$ cat src/rtl/platform_spawn_if.sv
// Platform table bus between the game controller and platform_spawn_ctrl.
// frame_clk_edge is a strobe, not a handshake: 2'b01 for one cycle requests a pass; it is dropped while busy.
interface platform_spawn_if;
    logic [1:0] frame_clk_edge;
    logic [7:0] state;
    logic [3:0] scroll_amt;
    logic [7:0] platform_size;
    logic [9:0] Platform_X_out [0:7];
    logic [9:0] Platform_Y_out [0:7];
    logic       busy;
    logic       done;
    logic [7:0] respawn_count;
    logic [1:0] dbg_state;

    modport master (
        output frame_clk_edge, state, scroll_amt, platform_size,
        input  Platform_X_out, Platform_Y_out, busy, done, respawn_count, dbg_state
    );

    modport slave (
        input  frame_clk_edge, state, scroll_amt, platform_size,
        output Platform_X_out, Platform_Y_out, busy, done, respawn_count, dbg_state
    );
endinterface

$ cat src/rtl/platform_spawn_ctrl.sv
// Per-frame scroll/respawn sequencer for the 8-slot platform table, one slot per cycle.
// Optional PLATFORM_ONE_SPAWN_EN limits each pass to a single respawn; later wraps clamp to the bottom row.
module platform_spawn_ctrl #(
    parameter int W     = 320,
    parameter int H     = 240,
    parameter int X_MIN = 70,
    parameter int X_MAX = 249,
    parameter int N     = 8
) (
    input logic             Clk,
    input logic             Reset,
    platform_spawn_if.slave bus
);
    typedef enum logic [1:0] {IDLE, SCAN, DONE} fsm_t;

    localparam logic [9:0] INIT_X [0:7] = '{10'd140, 10'd180, 10'd220, 10'd160,
                                            10'd70,  10'd140, 10'd80,  10'd120};
    localparam logic [9:0] INIT_Y [0:7] = '{10'd40,  10'd80,  10'd120, 10'd160,
                                            10'd110, 10'd220, 10'd140, 10'd10};

    // The slot arrays and ports are hard-wired to 8 entries of 10 bits.
    if (N != 8 || X_MAX >= W || W > 1024) begin : g_bad_cfg
        $error("platform_spawn_ctrl: unsupported configuration");
    end

    fsm_t       fsm_q;
    logic [2:0] idx_q;
    logic [3:0] amt_q;
    logic [7:0] lfsr_q;
    logic [7:0] count_q;
    logic       busy_q;
    logic       done_q;
    logic [9:0] x_q [0:N-1];
    logic [9:0] y_q [0:N-1];

    logic [9:0] y_new;
    logic       wrap;
    logic [9:0] span;
    logic [9:0] r_raw;
    logic [9:0] r_fix;
    logic [9:0] x_spawn;
    logic [7:0] lfsr_nxt;
    logic       allow_spawn;

`ifdef PLATFORM_ONE_SPAWN_EN
    logic spawned_q;
    assign allow_spawn = ~spawned_q;
`else
    assign allow_spawn = 1'b1;
`endif

    always_comb begin
        y_new    = y_q[idx_q] + {6'd0, amt_q};
        wrap     = y_new > 10'(H - 1);
        span     = 10'(X_MAX - X_MIN + 1) - {2'b00, bus.platform_size};
        r_raw    = {3'b000, lfsr_q[6:0]};
        // A single conditional subtract suffices because span is at least 64.
        r_fix    = (r_raw >= span) ? (r_raw - span) : r_raw;
        x_spawn  = 10'(X_MIN) + r_fix;
        lfsr_nxt = {lfsr_q[6:0], lfsr_q[7] ^ lfsr_q[5] ^ lfsr_q[4] ^ lfsr_q[3]};
    end

    always_ff @(posedge Clk) begin
        if (Reset) begin
            fsm_q   <= IDLE;
            idx_q   <= 3'd0;
            amt_q   <= 4'd0;
            lfsr_q  <= 8'hA5;
            count_q <= 8'd0;
            busy_q  <= 1'b0;
            done_q  <= 1'b0;
            for (int k = 0; k < N; k++) begin
                x_q[k] <= INIT_X[k];
                y_q[k] <= INIT_Y[k];
            end
`ifdef PLATFORM_ONE_SPAWN_EN
            spawned_q <= 1'b0;
`endif
        end else begin
            case (fsm_q)
                IDLE: begin
                    done_q <= 1'b0;
                    if (bus.state == 8'd0) begin
                        for (int k = 0; k < N; k++) begin
                            x_q[k] <= INIT_X[k];
                            y_q[k] <= INIT_Y[k];
                        end
                    end else if (bus.frame_clk_edge == 2'b01) begin
                        amt_q  <= bus.scroll_amt;
                        idx_q  <= 3'd0;
                        busy_q <= 1'b1;
                        fsm_q  <= SCAN;
`ifdef PLATFORM_ONE_SPAWN_EN
                        spawned_q <= 1'b0;
`endif
                    end
                end
                SCAN: begin
                    if (bus.state == 8'd0) begin
                        // Abort: the table returns to its title layout with no done pulse.
                        busy_q <= 1'b0;
                        fsm_q  <= IDLE;
                        for (int k = 0; k < N; k++) begin
                            x_q[k] <= INIT_X[k];
                            y_q[k] <= INIT_Y[k];
                        end
                    end else begin
                        if (wrap && allow_spawn) begin
                            y_q[idx_q] <= 10'd0;
                            x_q[idx_q] <= x_spawn;
                            lfsr_q     <= lfsr_nxt;
                            count_q    <= count_q + 8'd1;
`ifdef PLATFORM_ONE_SPAWN_EN
                            spawned_q  <= 1'b1;
`endif
                        end else if (wrap) begin
                            y_q[idx_q] <= 10'(H - 1);
                        end else begin
                            y_q[idx_q] <= y_new;
                        end
                        if (idx_q == 3'd7) begin
                            done_q <= 1'b1;
                            fsm_q  <= DONE;
                        end else begin
                            idx_q <= idx_q + 3'd1;
                        end
                    end
                end
                DONE: begin
                    done_q <= 1'b0;
                    busy_q <= 1'b0;
                    fsm_q  <= IDLE;
                end
                default: fsm_q <= IDLE;
            endcase
        end
    end

    for (genvar g = 0; g < N; g++) begin : g_out
        assign bus.Platform_X_out[g] = x_q[g];
        assign bus.Platform_Y_out[g] = y_q[g];
    end

    assign bus.busy          = busy_q;
    assign bus.done          = done_q;
    assign bus.respawn_count = count_q;
    assign bus.dbg_state     = fsm_q;
endmodule

$ cat src/flat_wrapper.sv
// flat-port wrapper written by rule: the top's interface ports become plain ports
module platform_spawn_ctrl_flat 
#(
    parameter int W     = 320,
    parameter int H     = 240,
    parameter int X_MIN = 70,
    parameter int X_MAX = 249,
    parameter int N     = 8
)
  (Clk, Reset, bus_frame_clk_edge, bus_state, bus_scroll_amt, bus_platform_size, bus_Platform_X_out, bus_Platform_Y_out, bus_busy, bus_done, bus_respawn_count, bus_dbg_state);
  platform_spawn_if bus_i ();
  input logic Clk;
  input logic Reset;
  input wire logic [$bits(bus_i.frame_clk_edge)-1:0] bus_frame_clk_edge;
  input wire logic [$bits(bus_i.state)-1:0] bus_state;
  input wire logic [$bits(bus_i.scroll_amt)-1:0] bus_scroll_amt;
  input wire logic [$bits(bus_i.platform_size)-1:0] bus_platform_size;
  output wire logic [$bits(bus_i.Platform_X_out)-1:0] bus_Platform_X_out;
  output wire logic [$bits(bus_i.Platform_Y_out)-1:0] bus_Platform_Y_out;
  output wire logic [$bits(bus_i.busy)-1:0] bus_busy;
  output wire logic [$bits(bus_i.done)-1:0] bus_done;
  output wire logic [$bits(bus_i.respawn_count)-1:0] bus_respawn_count;
  output wire logic [$bits(bus_i.dbg_state)-1:0] bus_dbg_state;
  assign bus_i.frame_clk_edge = bus_frame_clk_edge;
  assign bus_i.state = bus_state;
  assign bus_i.scroll_amt = bus_scroll_amt;
  assign bus_i.platform_size = bus_platform_size;
  assign bus_Platform_X_out = {>>{bus_i.Platform_X_out}};
  assign bus_Platform_Y_out = {>>{bus_i.Platform_Y_out}};
  assign bus_busy = bus_i.busy;
  assign bus_done = bus_i.done;
  assign bus_respawn_count = bus_i.respawn_count;
  assign bus_dbg_state = bus_i.dbg_state;
  platform_spawn_ctrl #(.W(W), .H(H), .X_MIN(X_MIN), .X_MAX(X_MAX), .N(N)) u_core (.Clk(Clk), .Reset(Reset), .bus(bus_i));
endmodule
$ cat config.mk
export PLATFORM = sky130hd
export DESIGN_NAME = platform_spawn_ctrl_flat
export DESIGN_NICKNAME = d
export VERILOG_FILES = /design/src/rtl/platform_spawn_if.sv /design/src/rtl/platform_spawn_ctrl.sv /design/src/flat_wrapper.sv
export SDC_FILE = /design/constraint.sdc
export NUM_CORES = 1
export LEC_CHECK = 0
export BUFFER_PORTS_ARGS = -buffer_cell sky130_fd_sc_hd__buf_4
export CORE_ASPECT_RATIO = 1.5
export CORE_MARGIN = 4
export CORE_UTILIZATION = 50
export DETAILED_ROUTE_END_ITERATION = 10
export PLACE_DENSITY_LB_ADDON = 0.1
export SLEW_MARGIN = 20
export SYNTH_ARGS = -nofsm -noshare
export SYNTH_HDL_FRONTEND = slang
export SYNTH_SLANG_ARGS = --single-unit
$ cat constraint.sdc
create_clock -name Clk -period 5.6 [get_ports Clk]
set_input_delay 0.28 -clock Clk [delete_from_list [all_inputs] [get_ports Clk]]
set_output_delay 0.28 -clock Clk [all_outputs]
set_load 0.02 [all_outputs]
==> results.md <==
- Min-delay src: bus_scroll_amt[1]
- Final period util: 0.881
- Synth area leader: edfxtp_1
- Final setup margin: 0.667 ns
- Post-synth EDFFs: 160
- Critical Path Start Type: flip-flop
- Setup crit end kind: flip-flop
- Maximum VDD drop: 172 uV
- Power per cell area: 293 nW/um2
- Post-DP Area: 10900 um2
- Routed Antenna Nets: 0
- CTS tree: done
- Share of synthesized cell area in and, or, nand and nor gates: 0.169
- Final Net Count: 987
- Worst Tran Pin Value: 1.13 ns
- Clk Latency, worst-skew pair: 0.44 ns
- Drt initial violations: 517
- RSZ-0062 raised after global routing: false
- Leakage: 4.27 nW
- Dpl ws: 0.668 ns
- Worst Path Required: 5.70 ns
- Rows: 60
- Hold buffers post-CTS: 0
- Num CTS Buffers: 17
- Die W: 119 um
- Post-DP HPWL: 19.5 mm
- Reg-to-reg setup timing slack: 0.67 ns
- IO Pins: 196
- Sum Neg Setup Slack: 0 ns
- Final Hold Fails: 0
- Tmin final: 4.93 ns
- Worst rel slew slack: 0.242
- Vias: 6918
- Core box area: 18000 um2
- Sequential Power Share: 0.476
- GPL Wtd Cong: 0.883
- Highest Clock Rate: 0.203 GHz
- Sequential cell area: 5410 um2
- H-tree depth: 4
- Initial antenna violation count: 0
- CP max FO: 11
- Logic pwr share: 0.147
- Proportion of synthesized area in mux cells: 0.0974
- First-pass GRT wire length: 39.5 mm
- Reg2Reg Depth: 11
- Root Driver: clkbuf_16
- Largest net degree at the start of global routing: 49
- Post-synthesis async set-or-reset flop share: 0
- Sequential fraction of the synthesis area: 0.590
- Critical path type: reg -> reg
- Psw: 0.971 mW
- Diode count: 0
- Main combinational cell family by area after synthesis: simple AND/OR/NAND/NOR gates
- Synth Area in XOR/XNOR: 0.0210
- Commonest non-fill, non-tap cells in the layout: buf_4 (207), edfxtp_1 (160), nor2_1 (121)
- Clk network pwr share: 0.377
- Gate count of the mapped netlist: 729
- Post-synth top area share: 0.524
- WL final: 26.2 mm
- Avg WL per Cell: 22.3 um
- Cts repair resizes: 0
- Drt pass-1 iters: 5
- Full die area: 20600 um2
- Number of max-cap violations: 0
- Post-route DRC: 0
- Hold crit path type: in -> reg
- Share of cells above drive strength 1: 0.319
- Internal power: 2.41 mW
- Synth Flop Type: edfxtp_1
- Adder-cell share of the synthesized area: 0.0303
- R2R Path End: u_core.x_q[4][1]
- Port Buf Inserts: 195
- Synth Area per Inst: 12.6 um2
- Max Slew Vio Count: 0
- CTS sink cnt: 190
- Starting Density: 0.509
- Clock-pin slew on the worst setup and hold paths: 0.08 ns
- Status: completed
- Total congestion overflow: 0
- Synth unique cells: 78
- Synth area leaders: edfxtp_1 (52%), dfxtp_1 (6.6%), nor2_1 (5.0%)
- P&R area growth vs syn: 25.8%
- Fill cells: 1395
- Vias in the first global route: 7006
- Footprint of the multi-input gates: 3620 um2
- Utilization after layout: 0.640
- Die Y: 174 um
- Complex-gate fraction of the synthesized area: 0.0696
- Switching share of power: 0.287
- Vias per cell: 5.90
- Overall Global Routing Usage: 0.252
- Seq cells post-synth: 190
- Setup Skew: 0.0129 ns
- YS warnings: 0
- Mapped Area: 9170 um2
- Final-report setup violation count: 0
- Maximum root-to-sink buffer count: 2
- Leading cell type in the layout, fill and taps excluded: buf_4
- Critical Path End: u_core.x_q[4][1]
- CP arrival: 5.03 ns
- Design area: 11500 um2
- Post-CTS Setup Inserts: 0
-- power groups by stage --
stage	Sequential, mW	Clock (mW)	Combinational (mW)
final	1.61	1.27	0.498
after global placement	1.64	0	0.486
after floorplan	1.67	0	0.273
after CTS	1.61	1.28	0.496
after detailed placement	1.64	0	0.493
after global routing	1.61	1.34	0.530
-- metal layers --
| layer | track usage | vias up | wire, um |
|---|---|---|---|
| met3 | 0.0663 | 71 | 2210 |
| li1 | - | 3102 | - |
| met5 | 0 | - | 0 |
| met4 | 0.135 | 0 | 1210 |
| met1 | 0.274 | 3378 | 9070 |
| met2 | 0.446 | 367 | 13700 |
-- how the worst min path moves through the flow --
| stage | end | slack (ns) | cells past startpoint |
|---|---|---|---|
| 3_3_place_gp | u_core.bus.busy | 0.45 | 2 |
| 3_5_place_dp | u_core.bus.busy | 0.46 | 2 |
| 2_1_floorplan | u_core.amt_q[0] | 0.42 | 2 |
| 4_1_cts | u_core.amt_q[1] | 0.07 | 3 |
| 5_1_grt | u_core.amt_q[2] | 0.09 | 3 |
| 6_report | u_core.amt_q[1] | 0.09 | 3 |
-- area by class of cell --
type	instances	share of cell area
clock buffers	17	0.0369
clock inverters	15	0.0188
multi-input cells	515	0.314
repair buffers	207	0.135
well taps	217	0.0235
flip-flops and latches	190	0.469
inverters	11	0.00358
-- metrics by stage --
stage	std cells	power, mW	hold WS [ns]
3_3_place_gp	1140	2.12	0.446
4_1_cts	1172	3.39	0.0698
6_report	1172	3.38	0.0862
2_1_floorplan	744	1.95	0.424
5_1_grt	1172	3.49	0.0874
3_5_place_dp	1140	2.13	0.465
-- synth_stat cells (4+ instances only) --
cell / count
dfxtp_1: 30
nor2b_1: 12
a21o_1: 6
nand3_1: 19
and3_1: 5
nor3b_1: 4
nor3_1: 20
mux4_2: 20
buf_2: 5
mux2_2: 11
o21a_1: 8
and2_1: 4
buf_1: 4
nor3_2: 6
edfxtp_1: 160
o21ai_0: 23
xnor2_1: 13
inv_1: 11
nand2b_1: 12
nand4_1: 6
nor2_1: 122
xor2_1: 9
nand3_4: 4
nand2_1: 70
mux2i_1: 18
a21oi_1: 16
clkbuf_1: 12
buf_6: 5
ha_1: 19
-- registers in the layout, summed over array words and instances, names as in the netlist, named ones only --
register	cells
u_core.bus.dbg_state	2
u_core.bus.busy	1
u_core.lfsr_q	8
u_core.bus.done	1
u_core.idx_q	3
u_core.x_q	80
u_core.bus.respawn_count	8
u_core.y_q	80
u_core.amt_q	4
-- cells by family (layout without fill, tap and decap cells) --
| group | Yosys count | count (layout) |
|---|---|---|
| buffers and inverters | 39 | 250 |
| XOR/XNOR | 22 | 22 |
| AND/OR/NAND/NOR | 311 | 311 |
| multiplexers | 56 | 56 |
| AO/OA/AOI/OAI | 89 | 89 |
| other | 1 | 16 |
| adder cells (fa/ha/maj) | 21 | 21 |
| flip-flops | 190 | 190 |
-- critical path: stages, from the launching register on --
cell and delay [ns]:
dfxtp_1 0.72, mux4_2 0.58, mux2_2 0.28, ha_1 0.21, fa_1 0.43, nand3_1 0.19, nand2_1 0.11, or2_2 0.33
o31ai_4 0.25, or2_1 0.65, nand3_1 0.41, nand2_1 0.43
No activity file was read; power rests on OpenSTA's default activity.
